==> config.mk <==
export PLATFORM = sky130hd
export DESIGN_NAME = fp_nr_sub_stage_flat
export DESIGN_NICKNAME = d
export VERILOG_FILES = /design/src/rtl/fp_nr_sub_stage_if.sv /design/src/rtl/fp_nr_sub_stage.sv /design/src/flat_wrapper.sv
export SDC_FILE = /design/constraint.sdc
export NUM_CORES = 1
export LEC_CHECK = 0
export BUFFER_PORTS_ARGS = -buffer_cell sky130_fd_sc_hd__buf_2
export CAP_MARGIN = 20
export CORE_MARGIN = 2
export CORE_UTILIZATION = 47
export CTS_CLUSTER_DIAMETER = 200
export DETAILED_ROUTE_END_ITERATION = 10
export GPL_ROUTABILITY_DRIVEN = 0
export PLACE_DENSITY = 0.75
export SYNTH_ARGS = -nofsm -noshare
export SYNTH_HDL_FRONTEND = slang
export SYNTH_SLANG_ARGS = --single-unit
==> constraint.sdc <==
create_clock -name clk -period 4.6 [get_ports clk]
set_input_delay 0.92 -clock clk [delete_from_list [all_inputs] [get_ports clk]]
set_output_delay 0.92 -clock clk [all_outputs]
set_load 0.02 [all_outputs]
==> src/rtl/fp_nr_sub_stage_if.sv <==
// Handshake bundle for the Newton-Raphson "1.5 - x" stage: upstream beat in, downstream beat out.
interface fp_nr_sub_stage_if #(
    parameter int unsigned MANT_W = 23,
    parameter int unsigned RND_W  = 3,
    parameter int unsigned DLY_W  = 31,
    parameter int unsigned CNT_W  = 16
);
    localparam int unsigned W = MANT_W + RND_W + 1;

    logic              in_valid;
    logic              in_ready;
    logic [MANT_W+1:0] float_in;
    logic [DLY_W-1:0]  float_in_delay;
    logic              error_in;
    logic              out_valid;
    logic              out_ready;
    logic [W-1:0]      m_sub;
    logic [DLY_W-1:0]  float_out_delay;
    logic              error_out;
    logic [CNT_W-1:0]  err_cnt;

    modport master (
        output in_valid, float_in, float_in_delay, error_in, out_ready,
        input  in_ready, out_valid, m_sub, float_out_delay, error_out, err_cnt
    );

    modport slave (
        input  in_valid, float_in, float_in_delay, error_in, out_ready,
        output in_ready, out_valid, m_sub, float_out_delay, error_out, err_cnt
    );
endinterface

==> src/rtl/fp_nr_sub_stage.sv <==
// Inverse-sqrt Newton-Raphson stage: aligns the mantissa by E_sel and computes 1.5 - x,
// with valid/ready backpressure through a one-entry skid buffer and a saturating error counter.
module fp_nr_sub_stage #(
    parameter int unsigned MANT_W = 23,
    parameter int unsigned RND_W  = 3,
    parameter int unsigned DLY_W  = 31,
    parameter int unsigned CNT_W  = 16
) (
    input logic              clk,
    input logic              rst,
    fp_nr_sub_stage_if.slave bus
);
    localparam int unsigned W = MANT_W + RND_W + 1;
    localparam logic [W-1:0] C15 = {2'b11, {(W-2){1'b0}}};

    logic [1:0]        e_sel;
    logic [MANT_W-1:0] mant;
    logic [W-1:0]      m_full;
    logic [W-1:0]      m_in;
    logic [W:0]        diff;
    logic              underflow;
    logic [W-1:0]      res_m;
    logic              res_err;

    logic              accept;
    logic              out_free;

    logic              out_vld;
    logic [W-1:0]      out_m;
    logic [DLY_W-1:0]  out_dly;
    logic              out_err;

    logic              skid_full;
    logic [W-1:0]      skid_m;
    logic [DLY_W-1:0]  skid_dly;
    logic              skid_err;

    logic [CNT_W-1:0]  cnt;

    always_comb begin
        e_sel  = bus.float_in[MANT_W+1:MANT_W];
        mant   = bus.float_in[MANT_W-1:0];
        m_full = {1'b1, mant, {RND_W{1'b0}}};
        case (e_sel)
            2'b10:   m_in = m_full >> 1;
            2'b01:   m_in = m_full >> 2;
            default: m_in = m_full;
        endcase
        // The extra top bit of the W+1 bit difference is the borrow, i.e. m_in > 1.5.
        diff      = {1'b0, C15} - {1'b0, m_in};
        underflow = diff[W];
        res_m     = underflow ? '0 : diff[W-1:0];
        res_err   = bus.error_in | underflow;
    end

    always_comb begin
        accept   = bus.in_valid & ~skid_full;
        out_free = ~out_vld | bus.out_ready;
    end

    always_ff @(posedge clk) begin
        if (rst) begin
            out_vld   <= 1'b0;
            out_m     <= '0;
            out_dly   <= '0;
            out_err   <= 1'b0;
            skid_full <= 1'b0;
            skid_m    <= '0;
            skid_dly  <= '0;
            skid_err  <= 1'b0;
            cnt       <= '0;
        end else begin
            // in_ready is low whenever the skid is occupied, so draining and accepting never collide.
            if (out_free) begin
                if (skid_full) begin
                    out_vld   <= 1'b1;
                    out_m     <= skid_m;
                    out_dly   <= skid_dly;
                    out_err   <= skid_err;
                    skid_full <= 1'b0;
                end else if (accept) begin
                    out_vld <= 1'b1;
                    out_m   <= res_m;
                    out_dly <= bus.float_in_delay;
                    out_err <= res_err;
                end else begin
                    out_vld <= 1'b0;
                end
            end else if (accept) begin
                skid_full <= 1'b1;
                skid_m    <= res_m;
                skid_dly  <= bus.float_in_delay;
                skid_err  <= res_err;
            end

            if (out_vld && bus.out_ready && out_err && (cnt != '1)) begin
                cnt <= cnt + 1'b1;
            end
        end
    end

    always_comb begin
        bus.in_ready        = ~skid_full;
        bus.out_valid       = out_vld;
        bus.m_sub           = out_m;
        bus.float_out_delay = out_dly;
        bus.error_out       = out_err;
        bus.err_cnt         = cnt;
    end
endmodule

==> src/flat_wrapper.sv <==
// flat-port wrapper written by rule: the top's interface ports become plain ports
module fp_nr_sub_stage_flat 
#(
    parameter int unsigned MANT_W = 23,
    parameter int unsigned RND_W  = 3,
    parameter int unsigned DLY_W  = 31,
    parameter int unsigned CNT_W  = 16
)
  (clk, rst, bus_in_valid, bus_float_in, bus_float_in_delay, bus_error_in, bus_out_ready, bus_in_ready, bus_out_valid, bus_m_sub, bus_float_out_delay, bus_error_out, bus_err_cnt);
  fp_nr_sub_stage_if #(.MANT_W(MANT_W), .RND_W(RND_W), .DLY_W(DLY_W), .CNT_W(CNT_W)) bus_i ();
  input logic clk;
  input logic rst;
  input wire logic [$bits(bus_i.in_valid)-1:0] bus_in_valid;
  input wire logic [$bits(bus_i.float_in)-1:0] bus_float_in;
  input wire logic [$bits(bus_i.float_in_delay)-1:0] bus_float_in_delay;
  input wire logic [$bits(bus_i.error_in)-1:0] bus_error_in;
  input wire logic [$bits(bus_i.out_ready)-1:0] bus_out_ready;
  output wire logic [$bits(bus_i.in_ready)-1:0] bus_in_ready;
  output wire logic [$bits(bus_i.out_valid)-1:0] bus_out_valid;
  output wire logic [$bits(bus_i.m_sub)-1:0] bus_m_sub;
  output wire logic [$bits(bus_i.float_out_delay)-1:0] bus_float_out_delay;
  output wire logic [$bits(bus_i.error_out)-1:0] bus_error_out;
  output wire logic [$bits(bus_i.err_cnt)-1:0] bus_err_cnt;
  assign bus_i.in_valid = bus_in_valid;
  assign bus_i.float_in = bus_float_in;
  assign bus_i.float_in_delay = bus_float_in_delay;
  assign bus_i.error_in = bus_error_in;
  assign bus_i.out_ready = bus_out_ready;
  assign bus_in_ready = bus_i.in_ready;
  assign bus_out_valid = bus_i.out_valid;
  assign bus_m_sub = bus_i.m_sub;
  assign bus_float_out_delay = bus_i.float_out_delay;
  assign bus_error_out = bus_i.error_out;
  assign bus_err_cnt = bus_i.err_cnt;
  fp_nr_sub_stage #(.MANT_W(MANT_W), .RND_W(RND_W), .DLY_W(DLY_W), .CNT_W(CNT_W)) u_core (.clk(clk), .rst(rst), .bus(bus_i));
endmodule
* Yosys cells after proc, flatten, opt, wreduce, memory -nomap -nowiden
Cells that the tools add are included.
** Storage, ports and cells
- Memories :: 0
- Output and inout port bits :: 77
- Latch bits :: 0
- ROM bits :: 0
- Memory bits (writable) :: 0
- Word-level logic and storage cells :: 37
- Register bits after elaboration :: 136
** Cells by class
- $lt $le $gt $ge :: 0
- Multiply operators :: 0
- Multiplexer cells :: 10
- Add/sub/neg operators :: 2
- Reductions and logical operators :: 7
- Equal/unequal tests :: 3
- Shift operators :: 0
- Bitwise logic cells :: 6
- Div/mod/pow operators :: 0
** Operators by type and width (count)
- $mux W27 :: 3
- $mux W31 :: 2
- $pmux W27 S2 :: 1
- $sub A27 B27 Y28 const A :: 1
- $add A16 B1 Y16 const B :: 1
- $ne A16 B16 Y1 const B :: 1
- $mux W1 :: 4
- $reduce_and A2 Y1 :: 2
- $logic_and A1 B1 Y1 :: 3
- $not A1 Y1 :: 3
- $eq A2 B1 Y1 const B :: 1
- $eq A2 B2 Y1 const B :: 1
- $or A1 B1 Y1 :: 2
- $reduce_bool A2 Y1 :: 1
- $reduce_or A2 Y1 :: 1
- $and A1 B1 Y1 :: 1

* Longest topological paths before layout
Gate-level depths: netlist of the first run.
- Depth in word-level cells :: 6
- Mapped depth :: 15

* Least setup slack after synthesis of the first run
OpenSTA, ideal clock, no wires.
- Path kind :: input to register
- Start point :: in bus_float_in[23]
- End point :: reg u_core.out_m[24] (netlist: u_core.bus.m_sub[24])
- Path buffers :: 4
- Arrival time :: 3623 ps
- Cell stages on the path :: 14
- Library setup time :: 73 ps
- Path slack :: 904 ps
- Cell sequence :: inv_1 ha_1 buf_6 clkbuf_1 clkbuf_1 nand3b_1 ha_1 o211ai_1 nor4_4 and2_4 a41o_4 buf_12 nand3_4 o22ai_2
** On the way
- Word-level cells in the longest chain between the ends :: 6
- Elaborated cells on any way between the ends :: 7
** Ends and longest elaborated chain
- start, declared :: RTL line flat_wrapper.sv:14 : input wire logic [$bits(bus_i.float_in)-1:0] bus_float_in;
- $eq A2 B1 Y1 / $eq A2 B2 Y1 (equally long branches) :: RTL line fp_nr_sub_stage.sv:44 : case (e_sel)
- $pmux W27 S2 (*) :: RTL line fp_nr_sub_stage.sv:44
- $sub A27 B27 Y28 (*) :: RTL line fp_nr_sub_stage.sv:50 : diff = {1'b0, C15} - {1'b0, m_in};
- $mux W27 (*) :: RTL line fp_nr_sub_stage.sv:52 : res_m = underflow ? '0 : diff[W-1:0];
- $mux W27 (*) :: RTL line fp_nr_sub_stage.sv:81 : end else if (accept) begin
- $mux W27 (*) :: RTL line fp_nr_sub_stage.sv:75 : if (skid_full) begin
- end signal, assigned :: RTL line fp_nr_sub_stage.sv:77 : out_m <= skid_m;
- end signal, assigned :: RTL line fp_nr_sub_stage.sv:83 : out_m <= res_m;
- end, declared :: RTL line fp_nr_sub_stage.sv:29 : logic [W-1:0] out_m;
Every way passes the cells marked *; elsewhere a longest branch is shown, timed or not. The select of a mux whose other input is x is not followed.
A chain may end at the register's enable or synchronous reset.

* Worst setup path in the final report of the first run
- Start point :: in bus_float_in[23]
- End point :: reg u_core.skid_m[23]
** On the way
- Word-level cells in the longest chain between the ends :: 4
- Elaborated cells on any way between the ends :: 5
** Ends and longest elaborated chain
- $eq A2 B1 Y1 / $eq A2 B2 Y1 (equally long branches) :: RTL line fp_nr_sub_stage.sv:44
- $pmux W27 S2 (*) :: RTL line fp_nr_sub_stage.sv:44
- $sub A27 B27 Y28 (*) :: RTL line fp_nr_sub_stage.sv:50
- $mux W27 (*) :: RTL line fp_nr_sub_stage.sv:52
- end signal, assigned :: RTL line fp_nr_sub_stage.sv:91 : skid_m <= res_m;
- end, declared :: RTL line fp_nr_sub_stage.sv:34 : logic [W-1:0] skid_m;
Every way passes the cells marked *; elsewhere a longest branch is shown, timed or not.

==> run metrics, run 1 <==
wire length on met3=810 um; die height=121.9 um; Skew-Pair Late Insertion Delay=0.41 ns; largest net degree at the start of global routing=83; critical path endpoint category=flop; hpwl dp=approximately 11,000 um; width of the chip=roughly 120 um; Remaining DRCs=0; Async SR Flop Fraction=0%; unrepaired setup endpoints after global routing=false; Avg Cell Area, Syn=8.457 um2; layout cell share with drive strength beyond 1=24.66%; Avg Vias per Cell=roughly 5.5; ANT nets after route=0; Worst Hold Launch=u_core.skid_m[24]; Core Area=about 0.014 mm2; CP arrival=~4.2 ns; global-route wire length before repair=between 20,000 and 30,000 um; vias in the first global route=5,321; number of port buffers=roughly 140; CTS tree=done; Die ar.=0.01485 mm2; synthesized flop and latch total=134; initial antenna violation count=0; Synth Flop Type=dfxtp_1; crit start category=primary input; clock sinks=134; top cells by area, synth=dfxtp_1 (41%), a21oi_1 (6.0%), nand2_1 (5.9%), mux2i_1 (5.1%), nor2_1 (4.9%); sequential share of the synthesized area=between 40% and 50%; Unique masters post-synth=55; f_max=260.9 MHz; Initial DRC Count=335; Setup Fix Bufs, Post-CTS=0; nets@finish=about 940; Rel. slew slack=27.94%; R2R depth=6; hold-fix buffers at CTS=0; CP Class=primary input to flop; Hold EP=u_core.skid_m[24]; Sw Pwr=roughly 850 uW; Register Area=0.002684 mm2; area occupied by multi-input gates=roughly 0.0035 mm2; final setup fails=0; total track usage=a little over a fifth; pins over their slew limit=0; max_cap viols=0; Routed wire per std cell=14.76 um; Pwr per Cell Area=397.9 mW/mm2; switch share=27.25%; I/O Pins=138; Syn Std Cell Area=0.006529 mm2; cts repair resizes=0; hold path depth=2; Req. time, crit path=4.93 ns; met1 wire length=7571 um; Max VDD drop=0.0002753 V; Reg power frac=between 40% and 50%; routed wire length=approximately 16,000 um; Crit Reg-Reg Endpoint=u_core.bus.float_out_delay[1]; minimum clock period=3.833 ns; combinational share of power=about 16%; Clock Power Share=43.6%; final hold violation count=0; Post-synth EDFFs=0; Filler cells=1,256; crit-path max FO=35; warning count from the yosys run=0; FP Rows=43; CTS buffer count=17; H-tree levels=4; Core Util, Final=57.08%; ANT cells=0; top layer reached by signal wires=met4; area growth from synthesis to layout=19.95%; worst r2r src=u_core.skid_full; Worst Hold Class=flop to flop; Worst-Margin Slew=1.081 ns; largest area contributor in the netlist=dfxtp_1; Clock transition at path regs=0.05 ns; Int Pwr=2.267 mW; Root Driver=clkbuf_16; setup TNS=0 ns; metal2 WL=7221 um; Worst R2R Setup Slack=2.10 ns; outcome=complete, no violations; P_leak=between 3 and 4 nW; Vias=5,883; Mapped Cells=772; Starting Density=47.59%; top-area cell type share of the netlist area=41.09%; CTS Buffer Depth=2; grt ovf=0; Clock Skews=0.009301 ns; Pre-antenna DRT Iters=4; Synth Net Count=837; final critical-path share of the clock period=83.33%
placed cells by master, fill, tap and decap left out, types with 3 or more instances in the layout:
cell | synthesis | routed
o22ai_2 | 3 | 3
and3_1 | 5 | 4
xnor2_1 | 13 | 13
inv_1 | 8 | 8
buf_4 | 2 | 13
nand3_1 | 35 | 34
buf_2 | 5 | 135
a221oi_1 | 9 | 9
nand2b_1 | 5 | 5
nor4_4 | 4 | 4
nor2b_1 | 16 | 16
clkinvlp_4 | 0 | 6
ha_1 | 4 | 4
dfxtp_1 | 134 | 133
nand4_1 | 7 | 7
o21ai_2 | 2 | 3
bufinv_16 | 0 | 3
nand2_1 | 103 | 103
clkbuf_16 | 0 | 17
nor3_1 | 8 | 8
o21ai_0 | 38 | 38
xor2_1 | 22 | 22
or2_2 | 7 | 7
a21oi_1 | 78 | 78
and4_1 | 3 | 3
a211oi_1 | 32 | 32
a221oi_2 | 12 | 12
o22ai_1 | 4 | 4
nor2_1 | 86 | 85
a22oi_1 | 10 | 10
mux2i_1 | 33 | 33
power groups by stage:
stage / logic, mW / registers [mW] / clock network (mW)
6_report: 0.506 / 1.25 / 1.36
5_1_grt: 0.556 / 1.26 / 1.44
4_1_cts: 0.506 / 1.25 / 1.38
3_5_place_dp: 0.503 / 1.28 / 0
3_3_place_gp: 0.498 / 1.28 / 0
2_1_floorplan: 0.307 / 1.33 / 0
cell type report:
type,count,share of cell area [%]
multi-input cells,570,44.93
flip-flops and latches,134,34.27
repair buffers,148,9.874
clock buffers,20,5.704
well taps,180,2.876
clock inverters,12,1.965
inverters,8,0.3834
registers in the layout, indices dropped and copies added (netlist names):
register                    cells
u_core.bus.err_cnt             16
u_core.bus.error_out            1
u_core.bus.float_out_delay     31
u_core.bus.m_sub               26
u_core.bus.out_valid            1
u_core.skid_dly                31
u_core.skid_err                 1
u_core.skid_full                1
u_core.skid_m                  26
worst max-delay path, stage by stage:
cell	delay [ns]
buf_2	0.09
inv_1	0.04
ha_1	0.89
buf_4	0.30
nor2b_1	0.19
o22ai_1	0.22
nor4_4	0.31
and2_4	0.21
a31o_2	0.44
nand2_1	0.30
o21ai_0	0.23
cells in the mapped netlist, types with 8 or more instances:
library cell and n:
a21oi_1 78, buf_6 8, nand2_1 103, nor2b_1 16
buf_1 10, nand3_1 35, o21ai_0 38, a221oi_1 9
xnor2_1 13, clkbuf_1 34, nor2_1 86, dfxtp_1 134
mux2i_1 33, nor3_1 8, inv_1 8, xor2_1 22
a221oi_2 12, a211oi_1 32, a22oi_1 10
stage by stage:
step	instance area, um2	total power, mW	setup slack, ns	instances	hold slack, ns
floorplan	6529	1.636	0.9045	772	0.4173
global placement	7231	1.773	0.5065	1040	0.4358
detailed placement	7231	1.780	0.3766	1040	0.4412
CTS	7831	3.141	0.8001	1072	0.4537
global route	7831	3.252	0.4430	1072	0.4691
finish	7831	3.116	0.7670	1072	0.4510
logic make-up (layout without fill, tap and decap cells):
| family | count (synthesis) | in the layout | synth area share (%) |
|---|---|---|---|
| adder cells (fa/ha/maj) | 4 | 4 | 0.7666 |
| AND/OR/NAND/NOR | 288 | 288 | 20.93 |
| XOR/XNOR | 35 | 35 | 4.695 |
| other | 1 | 1 | 0.05744 |
| buffers and inverters | 68 | 188 | 5.289 |
| multiplexers | 33 | 33 | 5.059 |
| AO/OA/AOI/OAI | 209 | 209 | 22.12 |
| flip-flops | 134 | 134 | 41.09 |
how the worst max path moves through the flow:
stage | slack [ns] | from | endpoint
floorplan | 0.90 | bus_float_in[23] | u_core.bus.m_sub[24]
global placement | 0.51 | bus_float_in[23] | u_core.skid_m[15]
detailed placement | 0.38 | bus_float_in[23] | u_core.skid_m[23]
CTS | 0.80 | bus_float_in[23] | u_core.skid_m[23]
global route | 0.44 | bus_float_in[23] | u_core.skid_m[21]
finish | 0.77 | bus_float_in[23] | u_core.skid_m[23]
per-layer routing:
metal	vias to the layer above	track usage, %
met3	20	4.963
li1	2955	-
met4	0	6.681
met2	185	35.20
met1	2723	28.45
met5	-	0
(Power assumes the default switching activity.)
==> run 2, diff against run 1 <==
Settings changed: PLACE_DENSITY 0.75 to 0.78.
Clock period 4.6 ns to 3.2 ns, I/O delays scaled along.
==> run metrics, run 2 (synthesis gave the netlist of run 1 again) <==
final setup fails=0 (unchanged); Initial DRC Count=460 (+37%); initial antenna violation count=0 (unchanged); die height=121.9 um (unchanged); H-tree levels=4 (unchanged); ANT cells=0 (unchanged); Pre-antenna DRT Iters=5 (+1); hold-fix buffers at CTS=0 (unchanged); largest net degree at the start of global routing=58 (-30%); number of port buffers=136 (unchanged); Crit path max-delay family=compound AO/OA/AOI/OAI gates; CP arrival=3.10 ns (-1.06 ns); CP max stage delay=0.39 ns (-0.50 ns); Starting Density=47.59% (unchanged); nets@finish=959 (+1.6%); Worst Hold Class=flop to flop; CP Buf/Inv Count=4 (+1); CTS tree=done; outcome=complete, no violations; unrepaired setup endpoints after global routing=false; Setup Fix Bufs, Post-CTS=0 (unchanged); Routed wire per std cell=14.87 um (+0.81%); CTS Buffer Depth=2 (unchanged); Max VDD drop=0.0004110 V (+49%); Filler cells=1,242 (-1.1%); FP Rows=43 (unchanged); critical path endpoint category=flop; hold_ws=0.4510 ns (-0.000005000 ns); minimum clock period=~2.8 ns; max_cap viols=0 (unchanged); width of the chip=121.9 um (unchanged); global-route wire length before repair=26,210 um (+1.8%); clock sinks=134 (unchanged); Remaining DRCs=0 (unchanged); grt ovf=0 (unchanged); final critical-path share of the clock period=approximately 86%; most frequent cells in the layout=buf_2 (135), dfxtp_1 (133), nand2_1 (103); cts repair resizes=0 (unchanged); total track usage=22.12% (+0.53 points); Rel. slew slack=34.57% (+6.6 points); routed wire length=16,170 um (+2.2%); crit-path max FO=24 (-31%); f_max=between 300 and 400 MHz; Core Util, Final=57.84% (+0.76 points); pins over their slew limit=0 (unchanged); Worst-Margin Slew=0.9793 ns (-0.1015 ns); Avg Vias per Cell=5.443 (-0.81%); Vias=5,917 (+0.58%); CP Class=primary input to flop; crit-path cells=buf_2 > inv_1 > ha_1 > buf_12 > a221oi_1 > o22ai_2 > nor4_4 > and4_4 > a41o_4 > buf_4 > nand2b_1 > a21oi_1; area growth from synthesis to layout=21.54%; Core Area=0.01372 mm2 (unchanged); Clock transition at path regs=0.06 ns (about the same); area occupied by multi-input gates=0.003531 mm2 (+0.36%); crit start category=primary input; vias in the first global route=5,455 (+2.5%); CTS buffer count=17 (unchanged); final hold violation count=0 (unchanged); Pwr per Cell Area=550.4 mW/mm2 (+38%); Clock Skews=0.005879 ns (-0.003422 ns); Req. time, crit path=3.55 ns (-1.38 ns); I/O Pins=138 (unchanged); Die ar.=0.01485 mm2 (unchanged); ANT nets after route=0 (unchanged); Register Area=0.002684 mm2 (unchanged); layout cell share with drive strength beyond 1=26.24% (+1.6 points); commonest non-fill, non-tap cell in the layout=buf_2; hpwl dp=11,080 um (+2.7%); setup TNS=0 ns (unchanged); critical path's slowest cell=a41o_4; Skew-Pair Late Insertion Delay=0.42 ns (about the same); P_leak=3.166 nW (+2.8%); Root Driver=clkbuf_16
run 2: cell types whose count changed in the layout (fill, tap and decap cells not counted):
cell | previous run | this run
buf_12 | 0 | 1
clkinv_2 | 2 | 6
ha_4 | 0 | 1
clkbuf_1 | 2 | 0
clkinvlp_4 | 6 | 2
clkinv_4 | 1 | 0
bufinv_16 | 3 | 0
clkbuf_8 | 1 | 7
ha_1 | 4 | 3
buf_4 | 13 | 27
run 2: routing by layer:
metal  up-vias  global-route usage, %  share of wire [%]
li1       2978                      -                  -
met3        27                  5.290                5.9
met4         0                  8.333                1.8
met1      2725                  28.34                 45
met5         -                      0                  0
met2       187                  36.14                 47
run 2: area by class of cell:
class / instances / area share, %
Inverter: 8 / 0.3784
Multi-Input combinational cell: 570 / 44.50
Sequential cell: 134 / 33.82
Timing Repair Buffer: 163 / 11.32
Clock inverter: 8 / 0.5676
Tap cell: 180 / 2.838
Clock buffer: 24 / 6.575
run 2: final timing paths:
path / depth (start not counted) / slack (ns) / end / start
setup / recovery: 12 / 0.45 / u_core.bus.m_sub[21] / bus_float_in[24]
hold / removal: 2 / 0.45 / u_core.skid_dly[8] / u_core.skid_dly[8]
setup reg to reg: 7 / 0.92 / u_core.bus.err_cnt[8] / u_core.bus.err_cnt[6]
hold reg to reg: 2 / 0.45 / u_core.skid_dly[8] / u_core.skid_dly[8]
run 2: stage by stage:
| stage | instances | area [um2] | setup WS [ns] | power, mW |
|---|---|---|---|---|
| 6_report | 1087 | 7935 | 0.4492 | 4.367 |
| 3_3_place_gp | 1055 | 7368 | 0.1012 | 2.573 |
| 3_5_place_dp | 1055 | 7368 | 0.001111 | 2.584 |
| 2_1_floorplan | 772 | 6549 | 0.02580 | 2.355 |
| 5_1_grt | 1087 | 7935 | 0.1839 | 4.557 |
| 4_1_cts | 1087 | 7935 | 0.4291 | 4.393 |
run 2: where the power goes:
group	internal [mW]	switching, mW
sequential	1.76	0.0456
clock	1.13	0.693
combinational	0.281	0.467
run 2: worst register-to-register path: cells and delay by family (launching register included):
| kind | cells | cell delay, ns |
|---|---|---|
| XOR/XNOR | 1 | 0.16 |
| flip-flops | 1 | 0.42 |
| AND/OR/NAND/NOR | 6 | 1.58 |
==> run 3, diff against run 2 <==
Settings changed: CORE_ASPECT_RATIO from default to 1.1.
==> run metrics, run 3 (synthesis gave the netlist of run 1 again) <==
setup TNS=0 ns (unchanged); largest net degree at the start of global routing=50 (-14%); FP Rows=45 (+4.7%); unrepaired setup endpoints after global routing=false; Root Driver=clkbuf_16; Non-Filler Instances=1,095 (+0.74%); total track usage=21.78% (-0.33 points); pins over their slew limit=0 (unchanged); placed cells=1,063 (+0.76%); CTS Buffer Depth=2 (unchanged); crit start category=primary input; vias in the first global route=5,371 (-1.5%); most frequent cells in the layout=buf_2 (135), dfxtp_1 (133), nand2_1 (103); CP arrival=3.14 ns (+0.04 ns); Initial DRC Count=520 (+13%); Pwr per Cell Area=569.8 mW/mm2 (+3.5%); Die ar.=0.01485 mm2 (about the same); CP max stage delay=0.39 ns (about the same); Worst-Margin Slew=0.8889 ns (-0.09040 ns); area growth from synthesis to layout=23.11%; grt ovf=0 (unchanged); routed wire length=16,200 um (+0.20%); layout cell share with drive strength beyond 1=26.13% (-0.11 points); Clock Skews=0.006375 ns (+0.0004968 ns); Vias=5,902 (-0.25%); clock sinks=134 (unchanged); critical path endpoint category=flop; ANT cells=0 (unchanged); hold_ws=0.4530 ns (+0.002016 ns); critical path's slowest cell=a221oi_1; initial antenna violation count=0 (unchanged); crit-path cells=buf_2 > inv_1 > ha_1 > buf_12 > a221oi_1 > o22ai_1 > nor4_4 > buf_4 > and2_2 > nand3_1 > a211o_1 > a21oi_1; Area after DPL=0.007415 mm2 (+0.63%); P_leak=3.194 nW (+0.88%); Starting Density=47.72% (+0.13 points); die height=127.6 um (+4.7%); Worst Hold Class=flop to flop; ANT nets after route=0 (unchanged); Avg Vias per Cell=5.390 (-0.98%); Skew-Pair Late Insertion Delay=0.40 ns (-0.02 ns); Pre-antenna DRT Iters=5 (unchanged); crit-path max FO=16 (-33%); final setup fails=0 (unchanged); global-route wire length before repair=26,240 um (+0.10%); final hold violation count=0 (unchanged); hold-fix buffers at CTS=0 (unchanged); Remaining DRCs=0 (unchanged); number of port buffers=136 (unchanged); max_cap viols=0 (unchanged); Max VDD drop=0.0003673 V (-11%); CP Class=primary input to flop; PnR Total Power=4.580 mW (+4.9%); Req. time, crit path=3.54 ns (about the same); Core Area=0.01368 mm2 (-0.27%); Clock transition at path regs=0.06 ns (about the same); minimum clock period=2.803 ns (+0.05229 ns); I/O Pins=138 (unchanged); commonest non-fill, non-tap cell in the layout=buf_2; final instance area=0.008038 mm2 (+1.3%); Rel. slew slack=40.61% (+6.0 points); width of the chip=116.4 um (-4.5%); Setup Fix Bufs, Post-CTS=0 (unchanged); f_max=356.7 MHz (-1.9%); CTS buffer count=17 (unchanged); cts repair resizes=0 (unchanged); H-tree levels=4 (unchanged); nets@finish=959 (unchanged); Routed wire per std cell=14.80 um (-0.53%); final critical-path share of the clock period=87.60% (+1.6 points); hpwl dp=11,030 um (-0.50%); CTS tree=done; outcome=complete, no violations
## run 3: cell count changes in the layout (fill, tap and decap cells not counted)
cell	previous run	this run
and3_1	4	5
and3_2	1	0
buf_12	1	4
buf_4	27	24
bufinv_16	0	3
clkbuf_8	7	2
clkinv_2	6	1
clkinv_4	0	2
clkinvlp_4	2	3
inv_6	0	4
## run 3: critical path: cells and delay by family
kind / cells / cell delay, ns
buffers and inverters: 4 / 0.50
AND/OR/NAND/NOR: 3 / 0.67
adder cells (fa/ha/maj): 1 / 0.23
AO/OA/AOI/OAI: 4 / 1.08
## run 3: area by class of cell
| class | instances | area [um2] |
|---|---|---|
| fillers | 1250 | 5644 |
| multi-input cells | 570 | 3530 |
| flip-flops and latches | 134 | 2684 |
| repair buffers | 163 | 935.9 |
| clock buffers | 19 | 452.9 |
| well taps | 188 | 235.2 |
| clock inverters | 13 | 170.2 |
| inverters | 8 | 30.03 |
## run 3: path summary, 6_finish.rpt
path / start / end / slack [ns] / depth (start not counted)
worst max-delay path: bus_float_in[24] / u_core.bus.m_sub[26] / 0.40 / 12
worst min-delay path: u_core.skid_dly[23] / u_core.skid_dly[23] / 0.45 / 2
worst max register to register: u_core.skid_full / u_core.skid_m[21] / 0.81 / 5
worst min register to register: u_core.skid_dly[23] / u_core.skid_dly[23] / 0.45 / 2
## run 3: routing by layer
| metal | share of wire (%) | GRT usage (%) |
|---|---|---|
| met2 | 48 | 35.26 |
| met4 | 1.1 | 6.162 |
| met5 | 0 | 0 |
| met3 | 4.8 | 4.554 |
| met1 | 46 | 29.32 |
## run 3: per-stage QoR
stage | setup WS, ns | util, %
floorplan | 0.02580 | -
global placement | 0.1163 | 54.19
detailed placement | 0.02130 | 54.19
CTS | 0.4467 | 58.75
global route | 0.2730 | 58.75
finish | 0.3969 | 58.75
## run 3: report_power, final
part           switching, mW  leakage [nW]  internal [mW]
Combinational          0.474          1.80          0.287
Clock                  0.738         0.297           1.28
Sequential            0.0479          1.10           1.76
Total                   1.26          3.19           3.32
